### src/rtl/fifo_pkg.sv
// Shared constants and helpers for the parametrised synchronous FIFO.
// Imported by the storage array and the top-level controller.
package fifo_pkg;

    localparam int unsigned FIFO_STD  = 0;
    localparam int unsigned FIFO_FWFT = 1;

    // Width needed to hold an occupancy of 0..depth inclusive.
    function automatic int unsigned cnt_w(input int unsigned depth);
        return $clog2(depth) + 1;
    endfunction

endpackage

### src/rtl/fifo_mem.sv
// Simple dual-port storage array: synchronous write, asynchronous read.
// Contents are deliberately not reset.
module fifo_mem
    import fifo_pkg::*;
#(
    parameter int unsigned DATA_W = 8,
    parameter int unsigned DEPTH  = 16
) (
    input  logic                     clk,
    input  logic                     wr_en,
    input  logic [$clog2(DEPTH)-1:0] wr_addr,
    input  logic [DATA_W-1:0]        wr_data,
    input  logic [$clog2(DEPTH)-1:0] rd_addr,
    output logic [DATA_W-1:0]        rd_data
);

    logic [DATA_W-1:0] mem [DEPTH];

    always_ff @(posedge clk) begin
        if (wr_en) begin
            mem[wr_addr] <= wr_data;
        end
    end

    assign rd_data = mem[rd_addr];

endmodule

### src/rtl/param_sync_fifo.sv
// Single-clock FIFO with occupancy count, threshold flags, sticky error flags
// and a selectable standard-registered or first-word-fall-through read port.
module param_sync_fifo
    import fifo_pkg::*;
#(
    parameter int unsigned DATA_W    = 8,
    parameter int unsigned DEPTH     = 16,
    parameter int unsigned AFULL_TH  = DEPTH - 2,
    parameter int unsigned AEMPTY_TH = 2,
    parameter int unsigned FWFT      = FIFO_STD
) (
    input  logic                    clk,
    input  logic                    reset,
    input  logic                    wr_en,
    input  logic [DATA_W-1:0]       data_in,
    input  logic                    rd_en,
    output logic [DATA_W-1:0]       data_out,
    output logic                    full,
    output logic                    empty,
    output logic                    almost_full,
    output logic                    almost_empty,
    output logic [cnt_w(DEPTH)-1:0] count,
    output logic                    overflow,
    output logic                    underflow,
    input  logic                    err_clr
);

    localparam int unsigned AW = $clog2(DEPTH);
    localparam int unsigned CW = cnt_w(DEPTH);

    localparam logic [CW-1:0] FULL_CNT   = CW'(DEPTH);
    localparam logic [CW-1:0] AFULL_CNT  = CW'(AFULL_TH);
    localparam logic [CW-1:0] AEMPTY_CNT = CW'(AEMPTY_TH);

    logic [AW-1:0]     wr_ptr_q, wr_ptr_d;
    logic [AW-1:0]     rd_ptr_q, rd_ptr_d;
    logic [CW-1:0]     count_q, count_d;
    logic              overflow_q, overflow_d;
    logic              underflow_q, underflow_d;
    logic              wr_acc, rd_acc;
    logic [DATA_W-1:0] head_data;

    fifo_mem #(
        .DATA_W (DATA_W),
        .DEPTH  (DEPTH)
    ) u_mem (
        .clk     (clk),
        .wr_en   (wr_acc && !reset),
        .wr_addr (wr_ptr_q),
        .wr_data (data_in),
        .rd_addr (rd_ptr_q),
        .rd_data (head_data)
    );

    // Flags are pure decodes of the registered count.
    always_comb begin
        full         = (count_q == FULL_CNT);
        empty        = (count_q == '0);
        almost_full  = (count_q >= AFULL_CNT);
        almost_empty = (count_q <= AEMPTY_CNT);
    end

    always_comb begin
        wr_acc   = wr_en && !full;
        rd_acc   = rd_en && !empty;
        wr_ptr_d = wr_acc ? wr_ptr_q + AW'(1) : wr_ptr_q;
        rd_ptr_d = rd_acc ? rd_ptr_q + AW'(1) : rd_ptr_q;
        count_d  = count_q;
        case ({wr_acc, rd_acc})
            2'b10:   count_d = count_q + CW'(1);
            2'b01:   count_d = count_q - CW'(1);
            default: count_d = count_q;
        endcase
        // A new error wins over a simultaneous clear.
        overflow_d  = (wr_en && full) || (overflow_q && !err_clr);
        underflow_d = (rd_en && empty) || (underflow_q && !err_clr);
    end

    always_ff @(posedge clk) begin
        if (reset) begin
            wr_ptr_q    <= '0;
            rd_ptr_q    <= '0;
            count_q     <= '0;
            overflow_q  <= 1'b0;
            underflow_q <= 1'b0;
        end else begin
            wr_ptr_q    <= wr_ptr_d;
            rd_ptr_q    <= rd_ptr_d;
            count_q     <= count_d;
            overflow_q  <= overflow_d;
            underflow_q <= underflow_d;
        end
    end

    generate
        if (FWFT == FIFO_FWFT) begin : g_fwft
            assign data_out = empty ? '0 : head_data;
        end else begin : g_std
            logic [DATA_W-1:0] dout_q;

            always_ff @(posedge clk) begin
                if (reset) begin
                    dout_q <= '0;
                end else if (rd_acc) begin
                    dout_q <= head_data;
                end
            end

            assign data_out = dout_q;
        end
    endgenerate

    assign count     = count_q;
    assign overflow  = overflow_q;
    assign underflow = underflow_q;

    count_in_range: assert property (@(posedge clk) disable iff (reset) count_q <= FULL_CNT);

endmodule

### config.mk
export PLATFORM = sky130hd
export DESIGN_NAME = param_sync_fifo
export DESIGN_NICKNAME = d
export VERILOG_FILES = /design/src/rtl/fifo_pkg.sv /design/src/rtl/fifo_mem.sv /design/src/rtl/param_sync_fifo.sv
export SDC_FILE = /design/constraint.sdc
export NUM_CORES = 1
export LEC_CHECK = 0
export BUFFER_PORTS_ARGS = -buffer_cell sky130_fd_sc_hd__buf_2
export CAP_MARGIN = 20
export CORE_AREA = 5 5 111 113
export CTS_BUF_LIST = sky130_fd_sc_hd__clkbuf_4
export CTS_CLUSTER_DIAMETER = 60
export CTS_CLUSTER_SIZE = 8
export DETAILED_ROUTE_END_ITERATION = 10
export DIE_AREA = 0 0 116 118
export GPL_ROUTABILITY_DRIVEN = 0
export PLACE_DENSITY = 0.71
export SLEW_MARGIN = 5
export SYNTH_ARGS = -nofsm -noshare
export SYNTH_HDL_FRONTEND = slang
export SYNTH_SLANG_ARGS = --single-unit
export TNS_END_PERCENT = 20
### constraint.sdc
create_clock -name clk -period 2.5 [get_ports clk]
set_input_delay 0.375 -clock clk [delete_from_list [all_inputs] [get_ports clk]]
set_output_delay 0.375 -clock clk [all_outputs]
set_load 0.01 [all_outputs]
======== Yosys cells after proc, flatten, opt, wreduce, memory -nomap -nowiden ========
Memories as Yosys holds them, arrays and structs flattened. A register that Yosys moved wholly into a read port is not among the register bits.
Index checks and enable logic that the tools add are counted.
word-level totals
  memory bits (writable) .................. 128
  register bits ........................... 15
  bits in latches ......................... 0
  memories kept ........................... 1
  input port bits ......................... 13
  word-level logic and storage cells ...... 33
  memory bits (read-only) ................. 0
cells by class
  $mul .................................... 0
  bitwise gates (word level) .............. 0
  reduce and logical (&&, ||, !) cells .... 15
  shifts and indexed selects .............. 0
  div/mod/pow operators ................... 0
  $lt $le $gt $ge ......................... 2
  equal/unequal tests ..................... 3
  add/subtract/negate cells ............... 4
  mux-type cells .......................... 3
memories
  memory     words  bits a word  rd ports  clocked after memory_dff  wr ports  line            source
  u_mem.mem  16     8            1         1                         1         fifo_mem.sv:17  logic [DATA_W-1:0] mem [DEPTH];
operators by type and width
  kind                 count
  $pmux 5 s2           1
  $add 4x1->4 const B  2
  $logic_and 1x1->1    7
  $add 5x1->5 const B  1
  $eq 5x5->1 const B   1
  $ge 5x4->1 const B   1
  $le 5x2->1 const B   1
  $logic_not 5->1      1
  $sub 5x1->5 const B  1
  $logic_not 1->1      4
  $eq 2x1->1 const B   1
  $eq 2x2->1 const B   1
  $logic_or 1x1->1     2
  $mux 1               2
  $reduce_bool 2->1    1

======== Depth between registers and ports, before layout ========
  word-level depth ........................ 6
  mapped depth ............................ 11
  depth with buffers taken out ............ 11

======== Hierarchy ========
A second synthesis with hierarchy kept.
unflattened totals
  cell total of the unflattened synthesis .. 336
  area, all modules ....................... 6100.9 um2
by module, submodules not included
  module           area an instance (um2)  instances  seq. area each (um2)  cells an instance
  fifo_mem         4987.3                  1          3843.7                221
  param_sync_fifo  1113.6                  1          460.4                 115

======== Least setup slack after synthesis ========
No wires, ideal clock.
  path type ............................... flip-flop to flip-flop
  from .................................... reg count_q[0], in the netlist count[0]
  to ...................................... reg count_q[4], in the netlist count[4]
  stages on the path, launching flop included .. 11
  path buffers ............................ 1
  data arrival time ....................... 2662 ps
  slack ................................... -285 ps
  setup time .............................. 123 ps
  clock period less this slack ............ 2785 ps
  cell sequence ........................... dfxtp_1 > nor4_2 > a21boi_1 > buf_2 > ha_1 > ha_1 > nor2b_1 > o21ai_0 > a21oi_1 > or3b_1 > mux2_1
on the way
  longest elaborated chain between the ends .. 5
ends and longest elaborated chain
  element                                          line                   source
  start: declaration                               param_sync_fifo.sv:37  logic [CW-1:0] count_q, count_d;
  start signal: assignment                         param_sync_fifo.sv:89  count_q <= count_d;
  $logic_not 5->1 *                                param_sync_fifo.sv:58  empty = (count_q == '0);
  $logic_not 1->1 *                                param_sync_fifo.sv:65  rd_acc = rd_en && !empty;
  $logic_and 1x1->1 *                              param_sync_fifo.sv:65
  via rd_acc                                       param_sync_fifo.sv:40  logic wr_acc, rd_acc;
  $eq 2x1->1 or $eq 2x2->1 (tied branches)         param_sync_fifo.sv:69  case ({wr_acc, rd_acc})
  $pmux 5 s2 or $reduce_bool 2->1 (tied branches)  n/a
The timed path passes the listed nets; every way through them passes the cells marked *.
A chain may end at the register's enable or synchronous reset.

======== Worst setup path after layout ========
  from .................................... reg count_q[3], in the netlist count[3]
  to ...................................... reg count_q[4], in the netlist count[4]
on the way
  longest elaborated chain between the ends .. 5
ends and longest elaborated chain
  element                                          line
  $eq 5x5->1 or $logic_not 5->1 (tied branches)    param_sync_fifo.sv:57, param_sync_fifo.sv:58
  $logic_not 1->1, on equally long branches        param_sync_fifo.sv:64, param_sync_fifo.sv:65
  $logic_and 1x1->1, on equally long branches      param_sync_fifo.sv:64, param_sync_fifo.sv:65
  $eq 2x1->1 or $eq 2x2->1 (tied branches)         param_sync_fifo.sv:69
  $pmux 5 s2 or $reduce_bool 2->1 (tied branches)  n/a
Parallel ways exist; a longest one is shown, timed or not.

==> reports/metrics.yaml <==
status: "finished with violations"
violations: "setup timing"
grtUsageMet2_pct: 29.3
grt_pass1_wl_microns: 19000
wire_per_inst_microns: 20.6
start_kind: "flip-flop"
rows: 39
die_h_microns: 118
p_leak_nw: 2.27
area_delta_synth_final_pct: 13.7
vias: 3304
drt-initial-drc-count: 328
crit_type: "reg2reg"
numClockSinks: 151
min_path_type: "in2reg"
syn-num-nets: 395
hpwl_microns: 7800
path_buf_inv: 2
reg2reg_slack_ps: -20
grt.met1_usage_pct: 26.4
grt_overflow: 0
cpLargestDelayFamily: "simple AND/OR/NAND/NOR gates"
grt_util_met3_pct: 4.99
via_per_inst: 5.69
cts_buffer_depth: 2
synth_top_family_by_area: "multiplexers"
critPathMaxStageDelay_ps: 380
syn_inst: 372
die_w_microns: 116
final_nets: 447
post-route-util_pct: 61.0
grt_max_degree: 35
placed_cells: 546
postRouteAntennaNets: 0
synth_edf_count: 128
total_power_mw: 6.17
cpMaxStageDelayCell: "or3b_4"
syn-mean-instance-area_sq_um: 16.2
synth.cell_area_sq_um: 6020
postPlaceCellArea_sq_um: 6470
first_pass_iters: 4
synth_xor_area_share_pct: 1.16
synth_simple_gate_area_share_pct: 5.92
post-route-period-util_pct: 101
synth_area_leaders: "edfxtp_1 64%, dfxtp_1 7.6%, mux4_2 6.0%"
port_buffers: 31
synth_common_cells: "128 x edfxtp_1, 53 x nor2_1, 34 x mux2i_1"
arrival_ps: 2930
grt_pass1_vias: 3441
irDropWorstVdd_uv: 587
grt-busiest-layer: "met2"
power_density_nw_per_um2: 901
ys_ff_latch: 151
period_minus_slack_ps: 2520
antenna_found_initial: 1
design.die.area_sq_um: 13700
grt_setup_unrepaired: "yes"
yosysMostFrequentCell: "edfxtp_1"
yosysUniqueCellTypes: 36
yosysSeqAreaShare_pct: 71.5
fillCellCount: 830
drc: 0
synthMuxAreaShare_pct: 11.8
cts-htree-levels: 4
timing.fmax_mhz: 397
drive_gt1_share_pct: 27.0
cts-root-buf: "clkbuf_4"
numCtsBuffers: 17
instances_no_fill: 581
crit_fanout: 4
async_flop_share_pct: 0
worstMarginPinSlew_ps: 793
cap_violations: 0
holdWs_ps: 108
cp_cell_sequence: "nor4_4 > a21boi_2 > inv_2 > ha_4 > inv_4 > fa_2 > nor2b_2 > o21ai_2 > nand3_1 > or3b_4 > mux2_4"
required_ps: 2920
synth_compound_area_share_pct: 5.15
clk_latency_ps: 520
worst_slack_ps: -17.1
ys.flop_type: "edfxtp_1"
synthAdderAreaFrac_pct: 2.20
setup_violations: 1
wl_microns: 12000
track_usage_pct: 18.9
ys_warn_count: 0
clk_pin_slew_worst_paths_ps: 120
start_util_pct: 53.7
fin_skew_ps: 19.6
hold_viol_final: 0
end_kind: "flip-flop"
final_area_sq_um: 6850
netlist.area_leader.share_pct: 63.8
final_max_slew_viol_count: 0
setup_tns_ps: -17.1
cts_tree: "yes"
synth_top_cell_by_area: "edfxtp_1"
core_area_sq_um: 11200
place_ws_ps: -61.7
max_slew_margin_pct: 46.9
io_pins: 32
==> placed cells by master, fill, tap and decap left out, types with 10 or more instances in the layout <==
| master | count |
|---|---|
| mux2i_1 | 34 |
| mux4_2 | 16 |
| o22ai_1 | 16 |
| buf_4 | 19 |
| dfxtp_1 | 17 |
| buf_2 | 31 |
| a22oi_1 | 10 |
| nor2_1 | 53 |
| edfxtp_1 | 128 |
| clkbuf_4 | 19 |
==> logic make-up (layout without fill, tap and decap cells) <==
group           after synthesis  in the layout
flops                       151            151
simple gates                 80             80
mux                          51             51
compound gates               44             44
buf+inv                      28             93
fa+ha+maj                    10             10
xor+xnor                      8              8
other cells                   0              1
==> timing repair <==
action | 4_1_cts | 5_1_grt
pin swaps | 5 | 1
resized for setup | 5 | 1
gates cloned | 0 | 0
buffers inserted | 2 | 0
endpoints found under the setup margin | 1 | 1
hold buffers | 0 | 0
==> metal layers <==
layer | share of wire, % | wire [microns]
met1 | 42 | 5040
met2 | 51 | 6070
met3 | 6.1 | 728
met4 | 1.1 | 136
met5 | 0 | 0
==> power by group <==
part	switching, mW	leakage, nW	internal (mW)	total, mW
clock network	0.829	0.190	0.918	1.75
registers	0.108	1.34	2.89	2.99
logic	0.769	0.736	0.658	1.43
total	1.71	2.27	4.46	6.17
==> worst register-to-register path, cell delays in order, from the launching register on <==
cell and delay [ps]:
dfxtp_4 370, nor4_4 320, a21boi_2 110, inv_2 70, ha_4 170, inv_4 50, fa_2 360, nor2b_2 150
o21ai_2 70, nand3_1 80, or3b_4 380, mux2_4 300
==> layout make-up <==
cell class / count / area [sq um] / area share (%)
timing repair buffer: 52 / 338 / 4.93
inverter: 9 / 36.3 / 0.530
multi-input combinational: 193 / 1630 / 23.9
antenna: 1 / 2.50 / 0.0365
sequential: 151 / 4310 / 63.0
tap: 143 / 179 / 2.61
clock buffer: 19 / 143 / 2.08
clock inverter: 13 / 203 / 2.96
==> flip-flops by register name (all words and copies together) (netlist names) <==
register	flops
underflow	1
wr_ptr_q	4
overflow	1
rd_ptr_q	4
data_out	8
count	5
u_mem.mem	128
==> worst paths after layout <==
check	start	to	cells past startpoint
setup / recovery	count[3]$_SDFFE_PP0P_	count[4]$_SDFFE_PP0P_	11
hold / removal	wr_en	overflow$_SDFF_PP0_	3
setup reg to reg	count[3]$_SDFFE_PP0P_	count[4]$_SDFFE_PP0P_	11
hold reg to reg	data_out[5]$_SDFFE_PP0P_	data_out[5]$_SDFFE_PP0P_	2
Power figures use the tool's default switching activity.
